`src/rtl/ntru_pkg.sv`:
```
// Shared NTRU definitions: default polynomial length, trit encoding and sampler FSM states.
package ntru_pkg;

  localparam int unsigned NTRU_N = 701;

  typedef enum logic [1:0] {
    TRIT_ZERO = 2'b00,
    TRIT_POS  = 2'b01,
    TRIT_NEG  = 2'b10
  } trit_t;

  typedef enum logic [1:0] {
    ST_IDLE,
    ST_SAMPLE,
    ST_PAD,
    ST_FLUSH
  } state_t;

endpackage

```
`src/rtl/mod3_u8.sv`:
```
// Combinational reduction of an unsigned byte mod 3 into a trit, by repeated nibble/pair folding
// (16 = 4 = 1 mod 3, so digit sums preserve the residue).
module mod3_u8
  import ntru_pkg::*;
(
  input  logic [7:0] x,
  output trit_t      r
);

  logic [4:0] s1;
  logic [3:0] s2;
  logic [2:0] s3;
  logic [1:0] s4;

  always_comb begin
    s1 = 5'(x[7:4]) + 5'(x[3:0]);      // 0..30
    s2 = 4'(s1[4]) + s1[3:0];          // 0..15
    s3 = 3'(s2[3:2]) + 3'(s2[1:0]);    // 0..6
    s4 = 2'(s3[2]) + s3[1:0];          // 0..3, where 3 is residue 0
    case (s4)
      2'd1:    r = TRIT_POS;
      2'd2:    r = TRIT_NEG;
      default: r = TRIT_ZERO;
    endcase
  end

endmodule

```
`src/rtl/ternary_sampler.sv`:
```
// Samples one ternary polynomial from an 8-bit coin stream; coefficient N-1 is forced to zero.
// Optional TERNARY_SAMPLER_BIAS_REJECT_EN drops byte 0xFF so the mod-3 map is exactly uniform.
module ternary_sampler
  import ntru_pkg::*;
#(
  parameter int unsigned N     = NTRU_N,
  parameter int unsigned IDX_W = $clog2(N)
) (
  input  logic             clk,
  input  logic             rst,
  input  logic             start,
  input  logic [7:0]       coins,
  input  logic             coins_valid,
  output logic             coins_ready,
  output logic [1:0]       coef,
  output logic [IDX_W-1:0] coef_idx,
  output logic             coef_last,
  output logic             coef_valid,
  input  logic             coef_ready,
  output logic             busy,
  output logic             done
);

  localparam logic [IDX_W-1:0] IDX_LAST   = IDX_W'(N - 1);
  localparam logic [IDX_W-1:0] IDX_PENULT = IDX_W'(N - 2);

  state_t           state_q, state_d;
  logic [IDX_W-1:0] cnt_q, cnt_d;
  logic [1:0]       coef_d;
  logic [IDX_W-1:0] idx_d;
  logic             last_d;
  logic             valid_d;
  logic             done_d;
  logic             slot_free;
  logic             byte_drop;
  trit_t            trit;

  mod3_u8 u_mod3 (
    .x (coins),
    .r (trit)
  );

`ifdef TERNARY_SAMPLER_BIAS_REJECT_EN
  assign byte_drop = (coins == 8'hFF);
`else
  assign byte_drop = 1'b0;
`endif

  assign busy = (state_q != ST_IDLE);

  // State and output-slot registers
  always_ff @(posedge clk or negedge rst) begin
    if (!rst) begin
      state_q    <= ST_IDLE;
      cnt_q      <= '0;
      coef       <= 2'b00;
      coef_idx   <= '0;
      coef_last  <= 1'b0;
      coef_valid <= 1'b0;
      done       <= 1'b0;
    end else begin
      state_q    <= state_d;
      cnt_q      <= cnt_d;
      coef       <= coef_d;
      coef_idx   <= idx_d;
      coef_last  <= last_d;
      coef_valid <= valid_d;
      done       <= done_d;
    end
  end

  // Next state and slot contents; a drain and a reload may coincide for full throughput
  always_comb begin
    state_d     = state_q;
    cnt_d       = cnt_q;
    coef_d      = coef;
    idx_d       = coef_idx;
    last_d      = coef_last;
    valid_d     = coef_valid;
    done_d      = 1'b0;
    coins_ready = 1'b0;
    slot_free   = !coef_valid || coef_ready;

    if (coef_valid && coef_ready) valid_d = 1'b0;

    unique case (state_q)
      ST_IDLE: begin
        if (start) begin
          state_d = ST_SAMPLE;
          cnt_d   = '0;
        end
      end
      ST_SAMPLE: begin
        coins_ready = slot_free;
        if (coins_valid && slot_free && !byte_drop) begin
          coef_d  = trit;
          idx_d   = cnt_q;
          last_d  = 1'b0;
          valid_d = 1'b1;
          cnt_d   = cnt_q + IDX_W'(1);
          if (cnt_q == IDX_PENULT) state_d = ST_PAD;
        end
      end
      ST_PAD: begin
        if (slot_free) begin
          coef_d  = TRIT_ZERO;
          idx_d   = IDX_LAST;
          last_d  = 1'b1;
          valid_d = 1'b1;
          cnt_d   = IDX_LAST;
          state_d = ST_FLUSH;
        end
      end
      ST_FLUSH: begin
        if (coef_valid && coef_ready) begin
          valid_d = 1'b0;
          last_d  = 1'b0;
          done_d  = 1'b1;
          state_d = ST_IDLE;
        end
      end
      default: state_d = ST_IDLE;
    endcase
  end

endmodule

```
`config.mk`:
```
export PLATFORM = sky130hd
export DESIGN_NAME = ternary_sampler
export DESIGN_NICKNAME = d
export VERILOG_FILES = /design/src/rtl/ntru_pkg.sv /design/src/rtl/mod3_u8.sv /design/src/rtl/ternary_sampler.sv
export SDC_FILE = /design/constraint.sdc
export NUM_CORES = 1
export LEC_CHECK = 0
export CAP_MARGIN = 5
export CORE_UTILIZATION = 57
export DETAILED_ROUTE_END_ITERATION = 16
export GPL_ROUTABILITY_DRIVEN = 0
export PLACE_DENSITY_LB_ADDON = 0.12
export SYNTH_ARGS = -nofsm -noshare
export SYNTH_HDL_FRONTEND = slang
export SYNTH_HIERARCHICAL = 1
export SYNTH_SLANG_ARGS = --single-unit
```
`constraint.sdc`:
```
create_clock -name clk -period 4.3 [get_ports clk]
set_input_delay 0.43 -clock clk [delete_from_list [all_inputs] [get_ports clk]]
set_output_delay 0.43 -clock clk [all_outputs]
set_load 0.1 [all_outputs]
```
# Yosys cells after proc, flatten, opt, wreduce, memory -nomap -nowiden
# Cells that the tools add are included.
[op_classes]
n_addsub = 5
n_mul = 0
div = 0
n_lt_le_gt_ge = 0
n_eq_ne = 11
shift = 0
muxes = 28
bitwise = 0
reduce_logical = 13
[ops]
columns = ["op", "n"]
rows = [
  ["$mux 10", 4],
  ["$pmux 10 s3", 1],
  ["$pmux 10 s2", 1],
  ["$mux 2", 7],
  ["$add 10x1->10 const B", 1],
  ["$eq 10x10->1 const B", 1],
  ["$mux 1", 10],
  ["$ne 2x2->1 const B", 5],
  ["$pmux 2 s2", 2],
  ["$pmux 2 s4", 1],
  ["$reduce_and 4->1", 2],
  ["$eq 2x2->1 const B", 3],
  ["$pmux 1 s3", 2],
  ["$reduce_bool 3->1", 2],
  ["$add 4x4->5", 1],
  ["$reduce_and 5->1", 1],
  ["$add 1x4->4", 1],
  ["$eq 2x1->1 const B", 2],
  ["$reduce_bool 2->1", 2],
  ["$add 2x2->3", 1],
  ["$reduce_and 3->1", 1],
  ["$add 1x2->2", 1],
  ["$logic_and 1x1->1", 2],
  ["$logic_not 2->1", 1],
  ["other kinds (2)", 2],
]
[totals]
ff_bits = 27
latchBits = 0
ramBits = 0
rom_bits = 0
in_bits = 13
output_inout_bits = 17
elab_cells = 64
mem_count = 0

# Depth between registers and ports, before layout
[logic_depth]
word_depth = 8
depth_mapped = 14
ltp_nobuf = 14

# Modules after synthesis
# The synthesis kept the hierarchy.
[by_module_without_submodules]
columns = ["module", "n_inst", "cells_each", "area_per_inst_um2", "seq_area_each_um2"]
rows = [
  ["ternary_sampler", 1, 160, 1493.9, 675.6],
  ["mod3_u8", 1, 29, 266.5, 0.0],
]

# Least setup slack after synthesis
# OpenSTA, ideal clock, no wires.
[synth_timing]
path_type = "input to register"
start = "in coins[0]"
end = "reg coef[0]"
setup_ps = 122
t_arrival_ps = 2921
required_ps = 4178
slack_ps = 1257
stages = 14
n_path_buf = 0
cell_sequence = "ha_1 -> fa_1 -> a21oi_1 -> o21bai_1 -> ha_1 -> ha_1 -> xnor2_1 -> ha_1 -> fa_1 -> ha_1 -> xnor2_1 -> and2_1 -> nand3_1 -> nand2_1"
[synth_via]
elab_chain_cells = 8
word_cells_on_any_way = 9
classes_between = "4 x add/sub; 2 x eq/ne; 3 x mux"
[synth_rtl]
columns = ["item", "line_no", "rtl"]
rows = [
  ["from (decl)", "ternary_sampler.sv:12", "input logic [7:0] coins,"],
  ["$add 4x4->5 *", "mod3_u8.sv:16", "s1 = 5'(x[7:4]) + 5'(x[3:0]);"],
  ["$add 1x4->4 *", "mod3_u8.sv:17", "s2 = 4'(s1[4]) + s1[3:0];"],
  ["$add 2x2->3 *", "mod3_u8.sv:18", "s3 = 3'(s2[3:2]) + 3'(s2[1:0]);"],
  ["$add 1x2->2 *", "mod3_u8.sv:19", "s4 = 2'(s3[2]) + s3[1:0];"],
  ["$eq 2x2->1 / $eq 2x1->1 (equally long branches)", "mod3_u8.sv:20", "case (s4)"],
  ["$pmux 2 s2 *", "mod3_u8.sv:20", ""],
  ["net trit[0]", "ternary_sampler.sv:36", "trit_t trit;"],
  ["$mux 2 *", "ternary_sampler.sv:95", "if (coins_valid && slot_free && !byte_drop) begin"],
  ["$pmux 2 s2 *", "ternary_sampler.sv:86", "unique case (state_q)"],
  ["to (signal assigned)", "ternary_sampler.sv:64", "coef <= coef_d;"],
  ["to (decl)", "ternary_sampler.sv:15", "output logic [1:0] coef,"],
]
# The timed path passes the listed nets; every way through them passes the cells marked *. The select of a mux whose other input is x is not followed.
# A chain may end at the register's enable or synchronous reset.

# Worst setup path in the final report
# Same ends and word-level chain as after synthesis.

==> impl.org <==
** Status
- The run finished, with violations left.
- The checks that failed: DRC.

** Synthesis
- By area the synthesized netlist is led by dfrtp_1, ha_1, nand2_1.
- Area of the mapped netlist :: 1760 µm²
- For this run, the leading register cell type out of synthesis is dfrtp_1.
- The commonest cells after synthesis are nand2_1, dfrtp_1, o21ai_0.
- Cell type with the highest aggregate area in the netlist :: dfrtp_1
- Count of warnings emitted by yosys :: 6
- Averaged over all synthesized cells, the footprint is 9.31 µm².
- Share of the yosys chip area belonging to registers :: 0.384
- Count of cell types in the netlist :: 49
- Synthesis handed over a netlist of 189 instances.
- Proportion of netlist area held by the largest area contributor :: 0.384
- After synthesis, the share of flip-flops with an asynchronous set or reset is 1.00.
- Synthesis produced a netlist with a net count of 218.
- Flops & latches, synth :: 27
- The synthesized design contains 0 enable-type register cells.
- nand2_1 is the most common cell in the netlist.

** Timing
- The clock arrives with 4.63 ps of skew.
- Setup violations remaining at the end of the flow were counted as 0.
- Summed over all failing endpoints, the final setup total negative slack is 0 ps.
- The final number of max-transition violations came to 0.
- FMAX :: 293 MHz
- Transition time at the pin with the least slew margin :: 974 ps
- Setup repair after global routing missed its margin :: false
- The smallest clock period supported by the final layout is computed as 3410 ps.
- Hold Fails Final Rpt :: 0
- Worst rel slew slack :: 0.348
- Final critical-path share of the clock period :: 0.793

** Setup path
- Most Frequent Cell on Critical Path :: ha_1
- Along the worst path, the maximum fanout reaches 3.
- Among all stages on the critical path, the largest delay is contributed by clkdlybuf4s50_1.
- Required arrival time at the worst endpoint :: 4570 ps
- The critical path goes through clkdlybuf4s50_1 -> ha_1 -> fa_1 -> a21oi_1 -> o21bai_1 -> ha_1 -> ha_1 -> xnor2_1 -> ha_1 -> fa_1 -> ha_1 -> xnor2_1 -> and2_1 -> nand3_1 -> nand2_1.
- For this run, the slowest stage of the critical path takes 420 ps.
- Sort of element at the end of the critical path :: flip-flop
- Type of the setup path with the least slack :: primary input to flip-flop
- Data arrival time at the worst-slack endpoint :: 3680 ps
- Critical Path Source Type :: primary input

** Layout
- Count of fill cells added during filler insertion :: 220
- Of the cells placed in the final design, the portion with a size suffix greater than 1 is 0.0783.
- From synthesis to final layout, the design area changed by 18.3%.
- Seq. cell area :: 676 µm²
- Cell Count, Final, Fillers Out :: 248
- Number of nets in the finished design :: 247
- Final cell area excluding filler cells :: 2080 µm²
- Area of the multi-input gates :: 1010 µm²
- The number of antenna diodes in the final layout is 0.

** Detailed routing
- In the final routed layout, each cell accounts on average for 15.8 µm.
- Wire length reported by the detailed router :: 3930 µm
- For this run, the detailed router's first-pass iteration total came to 11.
- In this run the remaining antenna-violating nets after routing total 0.
- After detailed routing, the number of remaining DRC violations is 3.
- Vias :: 1562
- In the routed layout, each cell is associated on average with a via count of 6.30.
- Iteration-0 DRC count of the detailed router :: 91

** Power
- IR drop worst, VDD :: 0.235 mV
- For this design the static power due to leakage is 0.917 nW.
- The share of total power dissipated in the clock network is 0.114.
- Switching pwr :: 0.472 mW
- P_int :: 0.481 mW
- The share of total power dissipated in sequential elements is 0.381.
- For this design the ratio of total power to cell area is 457 nW/µm².
- Of the total power, the share spent switching nets is 0.495.
- Power share of the combinational group :: 0.505

** Die
- For this configuration, the core starts out at a cell density of 0.622.
- Die height :: 57.6 µm
- The floorplan step defined a die boundary enclosing 3310 µm².
- Die Width :: 57.6 µm
- Number of ports placed on the die boundary :: 30
- Rows :: 19
- Total core area :: 2830 µm²

** Placement
- Once detailed placement completed, the half-perimeter wirelength came to 3030 µm.
- In this run, placement finished with an instance count of 244.
- In this run the tool buffered the top-level ports with 29 buffer cells.
- Post-placement cell area :: 2050 µm²

** CTS
- In this run the number of H-tree levels came out at 1.
- The clock reaches the later pin of the worst-skew pair after 320 ps.
- The root buffer cell chosen for the clock tree is clkbuf_4.
- Counting the buffers created by CTS gives 3.
- TritonCTS built the clock tree.
- Post-CTS Setup Inserts :: 0
- Cts repair resizes :: 0
- Reg clk slew, reported paths :: 140 ps
- Number of buffers on the longest clock path :: 2
- Clock tree synthesis found a total of 27 sinks.
- Hold repair after CTS inserted 0 buffers.

** GRT
- Across every metal layer, demand over resource in global routing totals 0.261.
- Vias in the first global route :: 1506
- Antenna violations before repair :: 0
- Summed over all layers, the global routing overflow is 0.
- Entering global routing, the biggest net connects 28 pins.
- First-pass GRT wire length :: 6720 µm

** Flow run
- Max-cap violations in this run came to 0.

** Hold path
- Tightest Hold Check Type :: primary input to asynchronous set/reset pin
[path summary, 6_finish.rpt]
path,from,endpoint,slack (ps),cells past startpoint
max,coins[0],coef[0]$_DFFE_PN0P_,890,15
min,rst,coef_idx[5]$_DFFE_PN0P_,470,2
max reg2reg,state_q[0]$_DFFE_PN0P_,cnt_q[7]$_DFFE_PN0P_,1980,6
min reg2reg,coef[1]$_DFFE_PN0P_,coef[1]$_DFFE_PN0P_,490,2
max in group asynchronous,rst,cnt_q[9]$_DFFE_PN0P_,3570,2
min in group clk,coef[1]$_DFFE_PN0P_,coef[1]$_DFFE_PN0P_,490,2
[registers in the layout, summed over array words and instances (netlist names)]
signal,flops
state_q,2
coef_valid,1
coef_last,1
done,1
cnt_q,10
coef,2
coef_idx,10
[placed cells by master, fill, tap and decap left out, types with 3 or more instances in the layout]
cell type | synthesis | layout
o31ai_1 | 6 | 6
a21oi_1 | 6 | 6
nor2_1 | 14 | 14
nand2_1 | 29 | 29
dfrtp_1 | 27 | 27
a31oi_1 | 5 | 5
o211ai_1 | 3 | 3
clkbuf_4 | 0 | 3
ha_1 | 14 | 14
xnor2_1 | 3 | 3
inv_1 | 9 | 9
clkdlybuf4s50_1 | 0 | 29
nand3_1 | 7 | 7
o21ai_0 | 15 | 15
[stage by stage]
step	hold WS, ps	power [mW]	utilization	worst slack, ps
after floorplan	134	0.726	-	1260
after global placement	455	0.828	0.726	783
after detailed placement	460	0.847	0.726	622
after CTS	472	0.954	0.736	955
after global routing	496	1.00	0.736	812
final	465	0.952	0.736	891
[worst max-delay path, delay by kind of cell]
kind                     cells  cell delay, ps
adder cells (fa/ha/maj)      7            1900
buffers and inverters        1             420
XOR/XNOR                     2             340
AND/OR/NAND/NOR              3             330
AO/OA/AOI/OAI                2             240
[power by group through the flow]
stage / clock (mW) / combinational (mW) / sequential [mW]
after floorplan: 0 / 0.172 / 0.554
final: 0.108 / 0.481 / 0.363
after global routing: 0.122 / 0.510 / 0.373
after global placement: 0 / 0.463 / 0.364
after CTS: 0.113 / 0.480 / 0.361
after detailed placement: 0 / 0.480 / 0.367
[cells by family (layout without fill, tap and decap cells)]
group           after synthesis  in the layout  synth area share
mux                           4              4            0.0270
fa+ha+maj                    16             16             0.122
xor+xnor                      3              3            0.0149
simple gates                 70             70             0.200
compound gates               54             54             0.208
flops                        27             27             0.384
buf+inv                      15             43            0.0434
[per-layer routing]
layer	up-vias	global-route usage	wire length [µm]
met1	744	0.340	1720
met5	-	0	0
met4	0	0.0627	27
li1	746	-	-
met3	6	0.0567	245
met2	66	0.444	1940
[area by class of cell]
type / count / share of cell area
Clock buffer: 3 / 0.0108
Tap cell: 31 / 0.0186
Inverter: 9 / 0.0162
Timing Repair Buffer: 30 / 0.143
Multi-Input combinational cell: 147 / 0.484
Clock inverter: 1 / 0.00240
Sequential cell: 27 / 0.325
(Power assumes the default switching activity.)
